File: src/rtl/shift_ctrl16.sv
// shift_ctrl16 -- iterative shift sequencer for the 16-bit execute stage.
//
// Takes one shift request (SLL/SRL/SRA/ROR, amount 0..15, operand) over a
// valid/ready handshake. The shift is done a few bits per cycle. The result,
// carry-out and zero flag come back over a second valid/ready handshake.
//
// Build option: define SHIFT_CTRL_FAST_EN to shift up to 4 bits per RUN
// cycle (STEP=4). By default the block shifts 1 bit per cycle. Both builds
// give the same result and carry.
//
// Ports:
//   clk, rst              clock (rising edge), async active-high reset
//   req_valid/req_ready   request handshake; ready only in IDLE
//   req_op                00 SLL, 01 SRL, 10 SRA, 11 ROR
//   req_amt               shift amount 0..15
//   req_data              operand
//   busy                  high while in RUN or HOLD
//   rsp_valid/rsp_ready   response handshake; valid only in HOLD
//   rsp_data              shifted result (registered)
//   rsp_carry             last bit shifted out, 0 for amount 0
//   rsp_zero              rsp_data == 0
module shift_ctrl16 #(
    parameter int WIDTH = 16,
    parameter int AMT_W = 4
) (
    input  logic             clk,
    input  logic             rst,
    input  logic             req_valid,
    output logic             req_ready,
    input  logic [1:0]       req_op,
    input  logic [AMT_W-1:0] req_amt,
    input  logic [WIDTH-1:0] req_data,
    output logic             busy,
    output logic             rsp_valid,
    input  logic             rsp_ready,
    output logic [WIDTH-1:0] rsp_data,
    output logic             rsp_carry,
    output logic             rsp_zero
);

`ifdef SHIFT_CTRL_FAST_EN
    localparam int STEP = 4;
`else
    localparam int STEP = 1;
`endif

    typedef enum logic [1:0] {IDLE, RUN, HOLD} state_t;

    localparam logic [1:0] OP_SLL = 2'b00;
    localparam logic [1:0] OP_SRL = 2'b01;
    localparam logic [1:0] OP_SRA = 2'b10;
    localparam logic [1:0] OP_ROR = 2'b11;

    state_t             state, state_nxt;
    logic [WIDTH-1:0]   sreg, sreg_nxt;
    logic [AMT_W-1:0]   cnt, step, cnt_nxt;
    logic [1:0]         op;
    logic               carry, carry_nxt;
    logic               sign;
    logic               accept;

    assign accept = (state == IDLE) && req_valid;

    // Bits to shift this cycle: min(cnt, STEP).
    assign step    = (cnt < AMT_W'(STEP)) ? cnt : AMT_W'(STEP);
    assign cnt_nxt = cnt - step;

    // Multi-bit step built as a chain of single-bit steps. Each step
    // overwrites the carry, so the carry that is left is the last bit out.
    always_comb begin
        sreg_nxt  = sreg;
        carry_nxt = carry;
        for (int i = 0; i < STEP; i++) begin
            if (AMT_W'(i) < step) begin
                case (op)
                    OP_SLL: begin
                        carry_nxt = sreg_nxt[WIDTH-1];
                        sreg_nxt  = {sreg_nxt[WIDTH-2:0], 1'b0};
                    end
                    OP_SRL: begin
                        carry_nxt = sreg_nxt[0];
                        sreg_nxt  = {1'b0, sreg_nxt[WIDTH-1:1]};
                    end
                    OP_SRA: begin
                        carry_nxt = sreg_nxt[0];
                        sreg_nxt  = {sign, sreg_nxt[WIDTH-1:1]};
                    end
                    default: begin
                        carry_nxt = sreg_nxt[0];
                        sreg_nxt  = {sreg_nxt[0], sreg_nxt[WIDTH-1:1]};
                    end
                endcase
            end
        end
    end

    always_ff @(posedge clk or posedge rst) begin
        if (rst) state <= IDLE;
        else     state <= state_nxt;
    end

    always_comb begin
        state_nxt = state;
        case (state)
            IDLE: if (req_valid) state_nxt = (req_amt == '0) ? HOLD : RUN;
            RUN:  if (cnt_nxt == '0) state_nxt = HOLD;
            HOLD: if (rsp_ready) state_nxt = IDLE;
            default: state_nxt = IDLE;
        endcase
    end

    // Datapath registers. The shift register also holds the result, so
    // rsp_data does not need its own copy.
    always_ff @(posedge clk or posedge rst) begin
        if (rst) begin
            sreg  <= '0;
            cnt   <= '0;
            op    <= OP_SLL;
            carry <= 1'b0;
            sign  <= 1'b0;
        end else if (accept) begin
            sreg  <= req_data;
            cnt   <= req_amt;
            op    <= req_op;
            carry <= 1'b0;
            sign  <= req_data[WIDTH-1];
        end else if (state == RUN) begin
            sreg  <= sreg_nxt;
            cnt   <= cnt_nxt;
            carry <= carry_nxt;
        end
    end

    assign req_ready = (state == IDLE);
    assign busy      = (state == RUN) || (state == HOLD);
    assign rsp_valid = (state == HOLD);
    assign rsp_data  = sreg;
    assign rsp_carry = carry;
    assign rsp_zero  = (sreg == '0);

endmodule
File: config.mk
export PLATFORM = sky130hd
export DESIGN_NAME = shift_ctrl16
export DESIGN_NICKNAME = d
export VERILOG_FILES = /design/src/rtl/shift_ctrl16.sv
export SDC_FILE = /design/constraint.sdc
export NUM_CORES = 1
export LEC_CHECK = 0
export CAP_MARGIN = 15
export CORE_MARGIN = 8
export CORE_UTILIZATION = 43
export DETAILED_ROUTE_END_ITERATION = 16
export HOLD_SLACK_MARGIN = 0.03
export PLACE_DENSITY = 0.76
export RECOVER_POWER = 25
export SETUP_SLACK_MARGIN = 0.4
export SLEW_MARGIN = 20
export SYNTH_ARGS = -nofsm -noshare
export SYNTH_HDL_FRONTEND = slang
export SYNTH_SLANG_ARGS = --single-unit
File: constraint.sdc
create_clock -name clk -period 1.82 [get_ports clk]
set_input_delay 0.273 -clock clk [delete_from_list [all_inputs] [get_ports clk]]
set_output_delay 0.273 -clock clk [all_outputs]
set_load 0.005 [all_outputs]
==> run metrics, run 1 <==
top post-synthesis cells by area dfrtp_1 39%, mux2i_1 9.7%, o31ai_1 6.8%; CTS Buffer Depth 2; port bufs 46; Post-synth EDFFs 0; I/O pin count 47; Yosys cell types slightly above 40; syn nets 198; Setup WS pre-CTS -57.5 ps; sequential element share of the synthesized area 0.392; #FFs+latches synth 26; last step reached 5_1_grt; die width 78.1 um; area leader, netlist dfrtp_1; Mapped Area 0.00166 mm2; DP Area 0.00235 mm2; initial core utilization 0.449; Root Buffer clkbuf_8; HPWL after DPL ~3.7 mm; outcome stopped before the end; TritonCTS Sinks 26; row cnt 22; Inserted Clock Buffers 3; largest net degree at the start of global routing 27; asr flop ratio synth 1.00; Stop Error [ERROR DPL-0033] detailed placement checks failed during check placement.; H-tree levels 1; Die Y around 78 um; synthesized area per cell just under 10 um2; yosys warns 0; GPL Wtd Cong slightly below 0.9; Post-Synthesis Cells ~170; top-area cell type share of the netlist area 0.392; WEP type register data pin; initial antenna violation count 1; prevailing post-synth register cell dfrtp_1; grt repair worst endpoint state[0]$_DFFE_PP0P_/D
[kinds of logic after synthesis]
kind of cell | synth area share
adder cells (fa/ha/maj) | 0.0302
AND/OR/NAND/NOR | 0.163
buffers and inverters | 0.0657
flip-flops | 0.392
multiplexers | 0.112
AO/OA/AOI/OAI | 0.231
XOR/XNOR | 0.00528
[synthesized netlist by cell type, drive strengths merged (2+ instances only)]
cell	instances
a211oi	2
a31oi	15
and3	14
buf	9
clkbuf	5
dfrtp	26
ha	4
inv	6
mux2	2
mux2i	16
nand2	16
nor2	3
nor2b	2
nor3	2
nor4	4
o21ai	7
o31ai	15
o41ai	4
[what timing repair did]
item | 4_1_cts
buffers inserted | 21
hold endpoints to repair | 0
hold buffers | 0
pin swaps | 29
setup endpoints to repair | 44
resized for setup | 113
cloned | 5
[metrics by stage]
stage	cells	hold slack, ps
after floorplan	168	313
after global placement	274	455
after detailed placement	274	472
after CTS	304	364
==> inputs of run 2 (changes only) <==
--- a/config.mk
+++ b/config.mk
@@ -7,12 +7,10 @@
 export LEC_CHECK = 0
 export CAP_MARGIN = 15
 export CORE_MARGIN = 8
-export CORE_UTILIZATION = 43
+export CORE_UTILIZATION = 39
 export DETAILED_ROUTE_END_ITERATION = 16
-export HOLD_SLACK_MARGIN = 0.03
-export PLACE_DENSITY = 0.76
+export PLACE_DENSITY_LB_ADDON = 0.15
 export RECOVER_POWER = 25
-export SETUP_SLACK_MARGIN = 0.4
 export SLEW_MARGIN = 20
 export SYNTH_ARGS = -nofsm -noshare
 export SYNTH_HDL_FRONTEND = slang
==> constraint.sdc (replaced) <==
create_clock -name clk -period 2.4 [get_ports clk]
set_input_delay 0.36 -clock clk [delete_from_list [all_inputs] [get_ports clk]]
set_output_delay 0.36 -clock clk [all_outputs]
set_load 0.005 [all_outputs]
==> run metrics, run 2 <==
Worst VDD drop ~0.5 mV; DRC 0; critical path, cell by cell nor4_1 -> and4_1 -> clkdlybuf4s50_1; Root Buffer clkbuf_8; Max Slew Vio Count 0; H-tree levels 1 (unchanged); total area of sequential cells 651 um2; fmax approximately 450 MHz; Largest register FFs 16; Inserted Clock Buffers 3 (unchanged); antenna violation net count after detailed routing 0; # diodes 0; worst r2r dst state[0]$_DFFE_PP0P_; CTS Buffer Depth 2 (unchanged); arrival time worst endpoint roughly 1900 ps; sequential element share of the synthesized area 0.392 (unchanged); vias per inst 5.77; clock-pin slew on the worst setup and hold paths roughly 100 ps; HPWL after DPL 3.41 mm (-8.5%); leading cell type in the layout, fill and taps excluded clkdlybuf4s50_1; GPL Wtd Cong 0.790 (-12%); Final Util 0.549; die width 81.2 um (+4.0%); type of the worst min-delay path reg -> reg; DR WL/cell roughly 17 um; clk_skew 6.16 ps; Slowest-stage cell, CP clkdlybuf4s50_1; Setup WS pre-CTS 289 ps (+347 ps); RSZ-0062 raised after global routing no; Inst Count DP 259 (-5.5%); asr flop ratio synth 1.00 (unchanged); synthesized area per cell 9.87 um2 (unchanged); Setup TNS Final 0 ps; FF-to-FF setup slack between 200 and 300 ps; Pre-antenna DRT Iters 4; Final WS setup approximately 170 ps; Die ar. between 0.006 and 0.007 mm2; Core ar. roughly 0.0041 mm2; Clk Latency, worst-skew pair 270 ps; most frequent cells in the layout 45 x clkdlybuf4s50_1, 26 x dfrtp_1, 16 x nand2_1, 16 x mux2i_1; Hold Violations, Final 0; top-area cell type share of the netlist area 0.392 (unchanged); critical-path maximum fanout 6; Yosys cell types 41 (unchanged); Worst path max stage delay about 500 ps; row cnt 23 (+4.5%); vias 1518; CTS tree done; grt total ovfl 0; RR Startpoint cnt[1]$_DFFE_PP0P_; Critical Path RT 2040 ps; Mapped Area 0.00166 mm2 (unchanged); I/O pin count 47 (unchanged); Worst Setup End Kind output pin; Post-Synthesis Cells 168 (unchanged); GRT Resource Usage Total 0.145; Post-synth EDFFs 0 (unchanged); crit path to rsp_zero; top post-synthesis cells by area dfrtp_1 39%, mux2i_1 9.7%, o31ai_1 6.8%; port bufs 46 (unchanged); layout cell share with drive strength beyond 1 0.0845; initial antenna violation count 0; Max-Cap Viols 0; first-pass GRT wire length approximately 7.7 mm; Die Y 81.2 um (+4.0%); yosys warns 0 (unchanged); initial core utilization 0.409 (-0.0409); layout net count 244; count leader, synth dfrtp_1; Syn-to-layout area delta 34.5%; CP Launch Type flop; Rel. slew slack 0.0742; number of gates resized after CTS 0 (-100%); worst slew pin tran between 1000 and 1500 ps; Tmin final approximately 2200 ps; power per cell area roughly 1300 mW/mm2; # fillers about 340; final wirelength between 4 and 5 mm; Hold-fix buffers, CTS 0 (unchanged); #FFs+latches synth 26 (unchanged); CP Launch Point rsp_data[0]$_DFFE_PP0P_; Commonest cells post-synth 26 x dfrtp_1, 16 x mux2i_1, 16 x nand2_1, 15 x a31oi_1, 15 x o31ai_1; prevailing post-synth register cell dfrtp_1; final setup fails 0; syn nets 198 (unchanged); reg2reg path depth 6; area of the multi-input gates approximately 900 um2; largest net degree at the start of global routing 31; LEAKAGE around 0.95 nW; starting DRC count in detailed routing a little under 100; TritonCTS Sinks 26 (unchanged); # Post-CTS Setup Buffers 0 (-100%); fin cells roughly 260; Tcrit/Tclk final 0.927; outcome complete, no violations; vias in the first global route ~1600; area leader, netlist dfrtp_1; critical path class reg -> out
-- run 2: per-stage QoR --
stage	power, mW	area (um2)	hold slack (ps)
3_3_place_gp	2.58	2160	454
6_report	2.99	2230	476
5_1_grt	3.24	2230	535
4_1_cts	3.01	2230	453
2_1_floorplan	2.01	1660	400
3_5_place_dp	2.64	2160	460
-- run 2: cell type report --
cell class / count / share of cell area
Timing Repair Buffer: 55 / 0.235
Clock buffer: 3 / 0.0185
Tap cell: 50 / 0.0281
Inverter: 6 / 0.0101
Multi-Input combinational cell: 122 / 0.403
Sequential cell: 26 / 0.292
Clock inverter: 1 / 0.0135
-- run 2: kinds of logic after synthesis --
| group | Yosys count | synth area share |
|---|---|---|
| AOI/OAI and AO/OA | 51 | 0.231 |
| xor gates and xnor gates | 1 | 0.00528 |
| and+or+nand+nor | 48 | 0.163 |
| muxes | 18 | 0.112 |
| DFF | 26 | 0.392 |
| buffers and inverters | 20 | 0.0657 |
| adders and majority gates | 4 | 0.0302 |
-- run 2: power breakdown --
| group | internal, mW | switching, mW |
|---|---|---|
| Combinational | 0.881 | 0.778 |
| Sequential | 0.653 | 0.314 |
| Clock | 0.223 | 0.140 |
| Total | 1.76 | 1.23 |
-- run 2: worst max-delay path, delay by kind of cell (launching register included) --
family	cells	cell delay [ps]
and+or+nand+nor	2	640
buffers and inverters	1	510
DFF	1	450
-- run 2: per-layer routing --
metal | routed length [um] | share of wire | vias up | track usage
li1 | - | - | 741 | -
met5 | 0 | 0 | - | 0
met2 | 2160 | 0.47 | 32 | 0.234
met1 | 2130 | 0.47 | 741 | 0.187
met3 | 231 | 0.051 | 4 | 0.0364
met4 | 47 | 0.010 | 0 | 0.0429
-- run 2: how the worst min path moves through the flow --
stage | endpoint | slack [ps] | depth (start not counted) | startpoint
floorplan | cnt[0]$_DFFE_PP0P_ | 400 | 1 | rst
global placement | sign$_DFFE_PP0P_ | 450 | 2 | sign$_DFFE_PP0P_
detailed placement | sign$_DFFE_PP0P_ | 460 | 2 | sign$_DFFE_PP0P_
CTS | rsp_data[2]$_DFFE_PP0P_ | 450 | 3 | rst
global route | sign$_DFFE_PP0P_ | 530 | 2 | sign$_DFFE_PP0P_
finish | sign$_DFFE_PP0P_ | 480 | 2 | sign$_DFFE_PP0P_
Power figures use the tool's default switching activity.
